## config.mk

```make
export PLATFORM = sky130hd
export DESIGN_NAME = ble_tx_arbiter
export DESIGN_NICKNAME = d
export VERILOG_FILES = /design/src/rtl/ble_tx_arbiter.sv
export SDC_FILE = /design/constraint.sdc
export NUM_CORES = 1
export LEC_CHECK = 0
export CORE_UTILIZATION = 37
export CTS_BUF_LIST = sky130_fd_sc_hd__clkbuf_2
export CTS_CLUSTER_DIAMETER = 60
export DETAILED_ROUTE_END_ITERATION = 7
export PLACE_DENSITY_LB_ADDON = 0.1
export SKIP_CTS_REPAIR_TIMING = 1
export SLEW_MARGIN = 20
export SYNTH_ARGS = -nofsm -noshare
export SYNTH_HDL_FRONTEND = slang
export SYNTH_SLANG_ARGS = --single-unit
```

## constraint.sdc

```tcl
create_clock -name clk_in -period 1.6 [get_ports clk_in]
set_input_delay 0.16 -clock clk_in [delete_from_list [all_inputs] [get_ports clk_in]]
set_output_delay 0.16 -clock clk_in [all_outputs]
set_load 0.01 [all_outputs]
```

## src/rtl/ble_tx_arbiter.sv

```systemverilog
// ble_tx_arbiter: packet-atomic round-robin arbiter sharing the BLE UART
// transmit byte stream between the feature stream (requester 0) and the
// status/response stream (requester 1). Honours BLE CTS (active-low) and
// force-releases packets longer than MAX_PKT_LEN data beats.
// Optional feature: define BLE_TX_HEADER_EN to prefix every granted packet
// with a one-byte header 8'hA0 | requester id.
module ble_tx_arbiter #(
    parameter int MAX_PKT_LEN = 64
) (
    input  logic       clk_in,
    input  logic       rst_in,
    input  logic [7:0] feat_data_in,
    input  logic       feat_valid_in,
    input  logic       feat_last_in,
    output logic       feat_ready_out,
    input  logic [7:0] stat_data_in,
    input  logic       stat_valid_in,
    input  logic       stat_last_in,
    output logic       stat_ready_out,
    output logic [7:0] tx_data_out,
    output logic       tx_valid_out,
    input  logic       tx_ready_in,
    input  logic       ble_cts_in,
    output logic [1:0] grant_out,
    output logic       overflow_out
);

    localparam int               CNT_W    = $clog2(MAX_PKT_LEN + 1);
    localparam logic [CNT_W-1:0] LAST_IDX = CNT_W'(MAX_PKT_LEN - 1);

    typedef enum logic [1:0] {
        S_IDLE = 2'd0,
        S_DATA = 2'd1,
        S_HDR  = 2'd2
    } state_t;

    state_t           state;
    logic [1:0]       grant;
    logic             last_owner;
    logic [CNT_W-1:0] beat_cnt;
    logic             overflow;

    logic             sel_valid;
    logic [7:0]       sel_data;
    logic             sel_last;
    logic             beat;
    logic             any_valid;
    logic             next_id;

    // Route the granted requester's byte, valid and last flag
    always_comb begin
        sel_valid = 1'b0;
        sel_data  = 8'h00;
        sel_last  = 1'b0;
        if (grant[0]) begin
            sel_valid = feat_valid_in;
            sel_data  = feat_data_in;
            sel_last  = feat_last_in;
        end else if (grant[1]) begin
            sel_valid = stat_valid_in;
            sel_data  = stat_data_in;
            sel_last  = stat_last_in;
        end
    end

    // Drive the UART side and the requester readies for the current phase
    always_comb begin
        tx_valid_out   = 1'b0;
        tx_data_out    = 8'h00;
        feat_ready_out = 1'b0;
        stat_ready_out = 1'b0;
        if (state == S_DATA) begin
            tx_valid_out   = sel_valid & ~ble_cts_in;
            tx_data_out    = sel_data;
            feat_ready_out = grant[0] & tx_ready_in & ~ble_cts_in;
            stat_ready_out = grant[1] & tx_ready_in & ~ble_cts_in;
        end
`ifdef BLE_TX_HEADER_EN
        else if (state == S_HDR) begin
            // Header byte carries the owner id; requesters are held off
            tx_valid_out = ~ble_cts_in;
            tx_data_out  = 8'hA0 | {7'h00, grant[1]};
        end
`endif
    end

    assign beat      = tx_valid_out & tx_ready_in;
    assign any_valid = feat_valid_in | stat_valid_in;
    // On a tie the requester that did not own the last packet wins
    assign next_id   = (feat_valid_in & stat_valid_in) ? ~last_owner : stat_valid_in;

    assign grant_out    = grant;
    assign overflow_out = overflow;

    // Arbitration FSM: grant, packet beat counting and forced release
    always_ff @(posedge clk_in or negedge rst_in) begin
        if (!rst_in) begin
            state      <= S_IDLE;
            grant      <= 2'b00;
            last_owner <= 1'b1;
            beat_cnt   <= '0;
            overflow   <= 1'b0;
        end else begin
            overflow <= 1'b0;
            case (state)
                S_IDLE: begin
                    if (any_valid) begin
                        grant    <= next_id ? 2'b10 : 2'b01;
                        beat_cnt <= '0;
`ifdef BLE_TX_HEADER_EN
                        state    <= S_HDR;
`else
                        state    <= S_DATA;
`endif
                    end
                end
                S_HDR: begin
                    if (beat) begin
                        state <= S_DATA;
                    end
                end
                S_DATA: begin
                    if (beat) begin
                        if (sel_last || (beat_cnt == LAST_IDX)) begin
                            // End of packet, either natural or forced
                            state      <= S_IDLE;
                            grant      <= 2'b00;
                            last_owner <= grant[1];
                            overflow   <= ~sel_last;
                            beat_cnt   <= '0;
                        end else begin
                            beat_cnt <= beat_cnt + CNT_W'(1);
                        end
                    end
                end
                default: begin
                    state <= S_IDLE;
                    grant <= 2'b00;
                end
            endcase
        end
    end

endmodule

```

[Word-level counts from Yosys, hierarchy flattened]
Cells that the tools add are included.
Cells by class
  add/subtract/negate cells: 1
  equality and inequality tests: 7
  multiplexer cells: 26
  bitwise gates (word level): 12
  reductions and logical operators: 7
Operators by type and width (count)
  $mux 8: 3
  $mux 7: 3
  $pmux 7 s2: 1
  $mux 2: 6
  $pmux 2 s3: 2
  $mux 1: 11
  $reduce_and 4->1: 2
  $add 7x1->7 const B: 1
  $and 1x1->1: 7
  $eq 7x6->1 const B: 1
  $ne 2x2->1 const B: 3
  $reduce_and 3->1: 2
  $not 1->1: 4
  $eq 2x1->1 const B: 1
  $eq 2x2->1 const B: 1
  $logic_not 2->1: 1
  $ne 2x1->1 const B: 1
  $reduce_bool 2->1: 1
  $logic_or 1x1->1: 1
  $or 1x1->1: 1
Storage, ports and cells
  register bits: 13
  input bits: 24
  output and inout bits: 14
  word-level logic and storage cells: 58

[Depth between registers and ports, before layout]
Gate-level depths: netlist of run 1.
  word-level depth: 7
  mapped depth: 6
  gate-level depth less buffers: 6

[Worst setup path after synthesis of run 1]
No wires, ideal clock.
  path kind: reg2reg
  from: register grant[1], in the netlist grant_out[1]
  to: register beat_cnt[4]
  setup time: 0.066 ns
  arrival: 1.500 ns
  required time: 1.534 ns
  path slack: 0.034 ns
  stages on the path, launching flop included: 6
  buffers on the path: 1
  period minus slack after synthesis: 1.566 ns
  cell sequence: dfrtp_1 nor2b_1 buf_2 a221o_1 or4_1 nand2_1
On the way
  cells in the longest elaborated chain, start to end: 7
  elaborated cells between the ends (all ways): 13
  those cells by class: eq/ne (1); mux (8); bitwise (2); reduce/logical (2)
Ends and longest elaborated chain
  from (decl): line 38  | logic [1:0] grant;
  from (signal assigned): line 108  | grant <= next_id ? 2'b10 : 2'b01;
  $mux 1: line 59  | end else if (grant[1]) begin
  $mux 1: line 55  | if (grant[0]) begin
  $and 1x1->1: line 73  | tx_valid_out = sel_valid & ~ble_cts_in;
  $mux 1: line 72  | if (state == S_DATA) begin
  $and 1x1->1: line 87  | assign beat = tx_valid_out & tx_ready_in;
  $ne 2x2->1 (no source line)
  $reduce_and 3->1 (no source line)
  to (signal assigned): line 132  | beat_cnt <= beat_cnt + CNT_W'(1);
  to (decl): line 40  | logic [CNT_W-1:0] beat_cnt;
Parallel ways exist; a longest one is shown, timed or not. The select of a mux whose other input is x is not followed.
A chain may end at the register's enable or synchronous reset.

[Worst setup path in the final report of run 1]
  from: register grant[0], in the netlist grant_out[0]
  to: register beat_cnt[4]
On the way
  cells in the longest elaborated chain, start to end: 6
  elaborated cells between the ends (all ways): 11
  those cells by class: eq/ne (1); mux (6); bitwise (2); reduce/logical (2)
Ends and longest elaborated chain (line)
  $mux 1: 55
  $and 1x1->1: 73
  $mux 1: 72
  $and 1x1->1: 87
  $ne 2x2->1 (no source line)
  $reduce_and 3->1 (no source line)
Parallel ways exist; a longest one is shown, timed or not. The select of a mux whose other input is x is not followed.

==> run summary, run 1 <==
clock buffer depth: 2
Max Cap Viol: 0
Worst Tran Pin Value: 0.572 ns
CP max FO: 4
element type at the critical path start: flop
Leakage: 0.673 nW
IO buf count: 37
final antenna-violating net count: 0
post-synthesis sequential area ratio: 39.7%
Nets: 175
setup violators final: 1
Gate power share: 59.8%
Clock Latency Late Sink: 0.29 ns
final wirelength: 2260 µm
reg2reg path depth: 5
Syn-to-layout area delta: 80.4%
dpl cells: 169
Reg-to-Reg Start: grant_out[0]
grt ovf: 0
PnR worst setup slack: -0.000645 ns
routed vias: 900
met1 Use GR: 24.9%
clk sinks: 12
synthesized area per cell: 8.53 µm²
CP required: 1.84 ns
power density over the cells: 1190 nW/µm²
Initial Util: 39.1%
DRT iter0 DRCs: 19
core footprint: 1940 µm²
Inserted Clock Buffers: 3
Die H: 47.3 µm
number of synthesized register bits: 12
Critical Path Start: grant_out[0]
Remaining DRCs: 0
largest area contributor in the netlist: dfrtp_1
first-pass GRT wire length: 3040 µm
post-synthesis cell count: 89
Reg2Reg Setup Slack: -0.0006 ns
I/O Pins: 38
DRT Pass-1 Iters: 4
DIE AREA: 2240 µm²
pre-CTS WS: -0.248 ns
failing checks: negative setup slack
htree depth: 1
clock root buffer: clkbuf_2
layout cells sized above 1: 34.9%
# fillers: 163
fin crit share: 100%
Reg area: 302 µm²
Post-Syn Nets: 114
largest net degree at the start of global routing: 13
Fmax: 625 MHz
Distinct cells, synth: 34
WP data arrival: 1.84 ns
CP Class: reg -> reg
net switching power: 0.000637 W
CTS tree: done
Hold Crit Class: in -> async
Slew Limit Fails: 0
Setup Skew: 0.00177 ns
DIE WIDTH: 47.3 µm
Async SR Flop Fraction: 100%
Final Power: 0.00163 W
YS warnings: 0
status: finished, violations left
Util after Layout: 70.6%
RSZ-0062 raised after global routing: true
max_slew headroom: 61.7%
IR drop worst, VDD: 0.717 mV
r2r endpoint: beat_cnt[4]
count leader, synth: nor2_1
initial antenna violation count: 0
std cell rows: 16
diode count: 0
DR vias/cell: 5.11
number of global-route vias before repair: 712
Sequential Power Share: 29.2%
Clock Pin Slew Worst Setup and Hold Paths: 0.12 ns
grt met2 use: 31.2%
worst hold slack: 0.216 ns
clock power share: 11.0%
Final min period: 1.60 ns
EDFF count, synth: 0
post-route insts no fill: 176
Mapped Area: 759 µm²
Top FF cell, synth: dfrtp_1
Cell Int Power: 0.000993 W
routing usage on met3: 4.62%
largest cells by area after synthesis: dfrtp_1, nor2_1, a22oi_1
synth cell count leaders: nor2_1, dfrtp_1, a22oi_1, nand2_1, o21ai_0
Synth top area share: 36.2%
GRT Resource Usage Total: 19.8%
Avg WL per Cell: 12.8 µm
Setup crit end kind: flop
Top Usage Layer GRT: met2
Final Hold Vio Count: 0
Final Wtd Congestion: 0.765
switching share of power: 39.1%
hpwl dp: 1650 µm
Setup crit end: beat_cnt[4]
multi-input logic area: 484 µm²
-- metal layers --
layer / routed length (µm) / part of all wire (%) / vias to the layer above
met4: 43 / 1.9 / 0
met2: 1040 / 46 / 35
met5: 0 / 0 / -
li1: - / - / 438
met3: 207 / 9.2 / 5
met1: 964 / 43 / 422
-- power groups by stage --
| stage | sequential (W) | clock [W] | combinational (W) |
|---|---|---|---|
| after global routing | 0.000493 | 0.000191 | 0.00107 |
| after global placement | 0.000475 | 0 | 0.000891 |
| after CTS | 0.000471 | 0.000184 | 0.000915 |
| final | 0.000476 | 0.000180 | 0.000974 |
| after floorplan | 0.000478 | 0 | 0.000413 |
| after detailed placement | 0.000477 | 0 | 0.000911 |
-- worst max-delay path: stages (launching register included) --
cell	delay, ns
dfrtp_1	0.43
buf_6	0.14
buf_4	0.13
a221o_1	0.35
or4_1	0.42
nand2_1	0.08
-- cells in the final DEF (no fill, tap or decap), types with 2 or more instances in the layout --
master,count
inv_1,3
dlymetal6s2s_1,3
xor2_1,3
a22oi_2,4
o22ai_1,2
nor3_2,3
nand2_1,7
a21oi_1,2
a22oi_1,3
dfrtp_1,11
buf_4,18
buf_6,4
clkdlybuf4s50_1,25
a22o_1,2
o21ai_1,2
nor2_1,18
o21ai_0,4
clkbuf_2,4
buf_2,9
-- flip-flops by register name, summed over array words and instances, names as in the netlist --
signal	cells
last_owner	1
overflow_out	1
state	1
grant_out	2
beat_cnt	7
-- stage by stage --
stage / TNS (ns) / instance area (µm²)
2_1_floorplan: 0 / 759
5_1_grt: -0.345 / 1370
4_1_cts: -3.85 / 1310
6_report: -0.000645 / 1370
3_3_place_gp: -0.984 / 1290
3_5_place_dp: -1.33 / 1290
-- cell type report --
type | instances | area share [%]
multi-input cells | 70 | 35.3
clock buffers | 4 | 1.46
flip-flops and latches | 12 | 22.0
inverters | 4 | 1.28
repair buffers | 59 | 37.4
well taps | 27 | 2.47
-- cell families (layout without fill, tap and decap cells) --
family          count (synthesis)  count (layout)  share of synthesized area (%)
fa+ha+maj                       1               1                           1.65
simple gates                   39              39                           24.4
xor+xnor                        3               3                           3.46
mux                             1               1                           1.48
flops                          12              12                           39.7
buf+inv                         7              67                           4.61
compound gates                 26              26                           24.7
-- how the worst min path moves through the flow --
stage | from | cells past startpoint | slack (ns) | endpoint
CTS | rst_in | 1 | 0.24 | grant_out[1]
global route | rst_in | 1 | 0.27 | beat_cnt[1]
finish | rst_in | 1 | 0.22 | overflow_out
floorplan | rst_in | 0 | -0.14 | beat_cnt[0]
detailed placement | last_owner | 2 | 0.49 | last_owner
global placement | last_owner | 2 | 0.48 | last_owner
No activity file was read; power rests on OpenSTA's default activity.
==> inputs of run 2 (changes only) <==
--- a/config.mk
+++ b/config.mk
@@ -11,7 +11,6 @@
 export DETAILED_ROUTE_END_ITERATION = 7
 export PLACE_DENSITY_LB_ADDON = 0.1
 export SKIP_CTS_REPAIR_TIMING = 1
-export SLEW_MARGIN = 20
 export SYNTH_ARGS = -nofsm -noshare
 export SYNTH_HDL_FRONTEND = slang
 export SYNTH_SLANG_ARGS = --single-unit
==> results of run 2 <==
Final layout, timing and power as in run 1 (identical DEF).
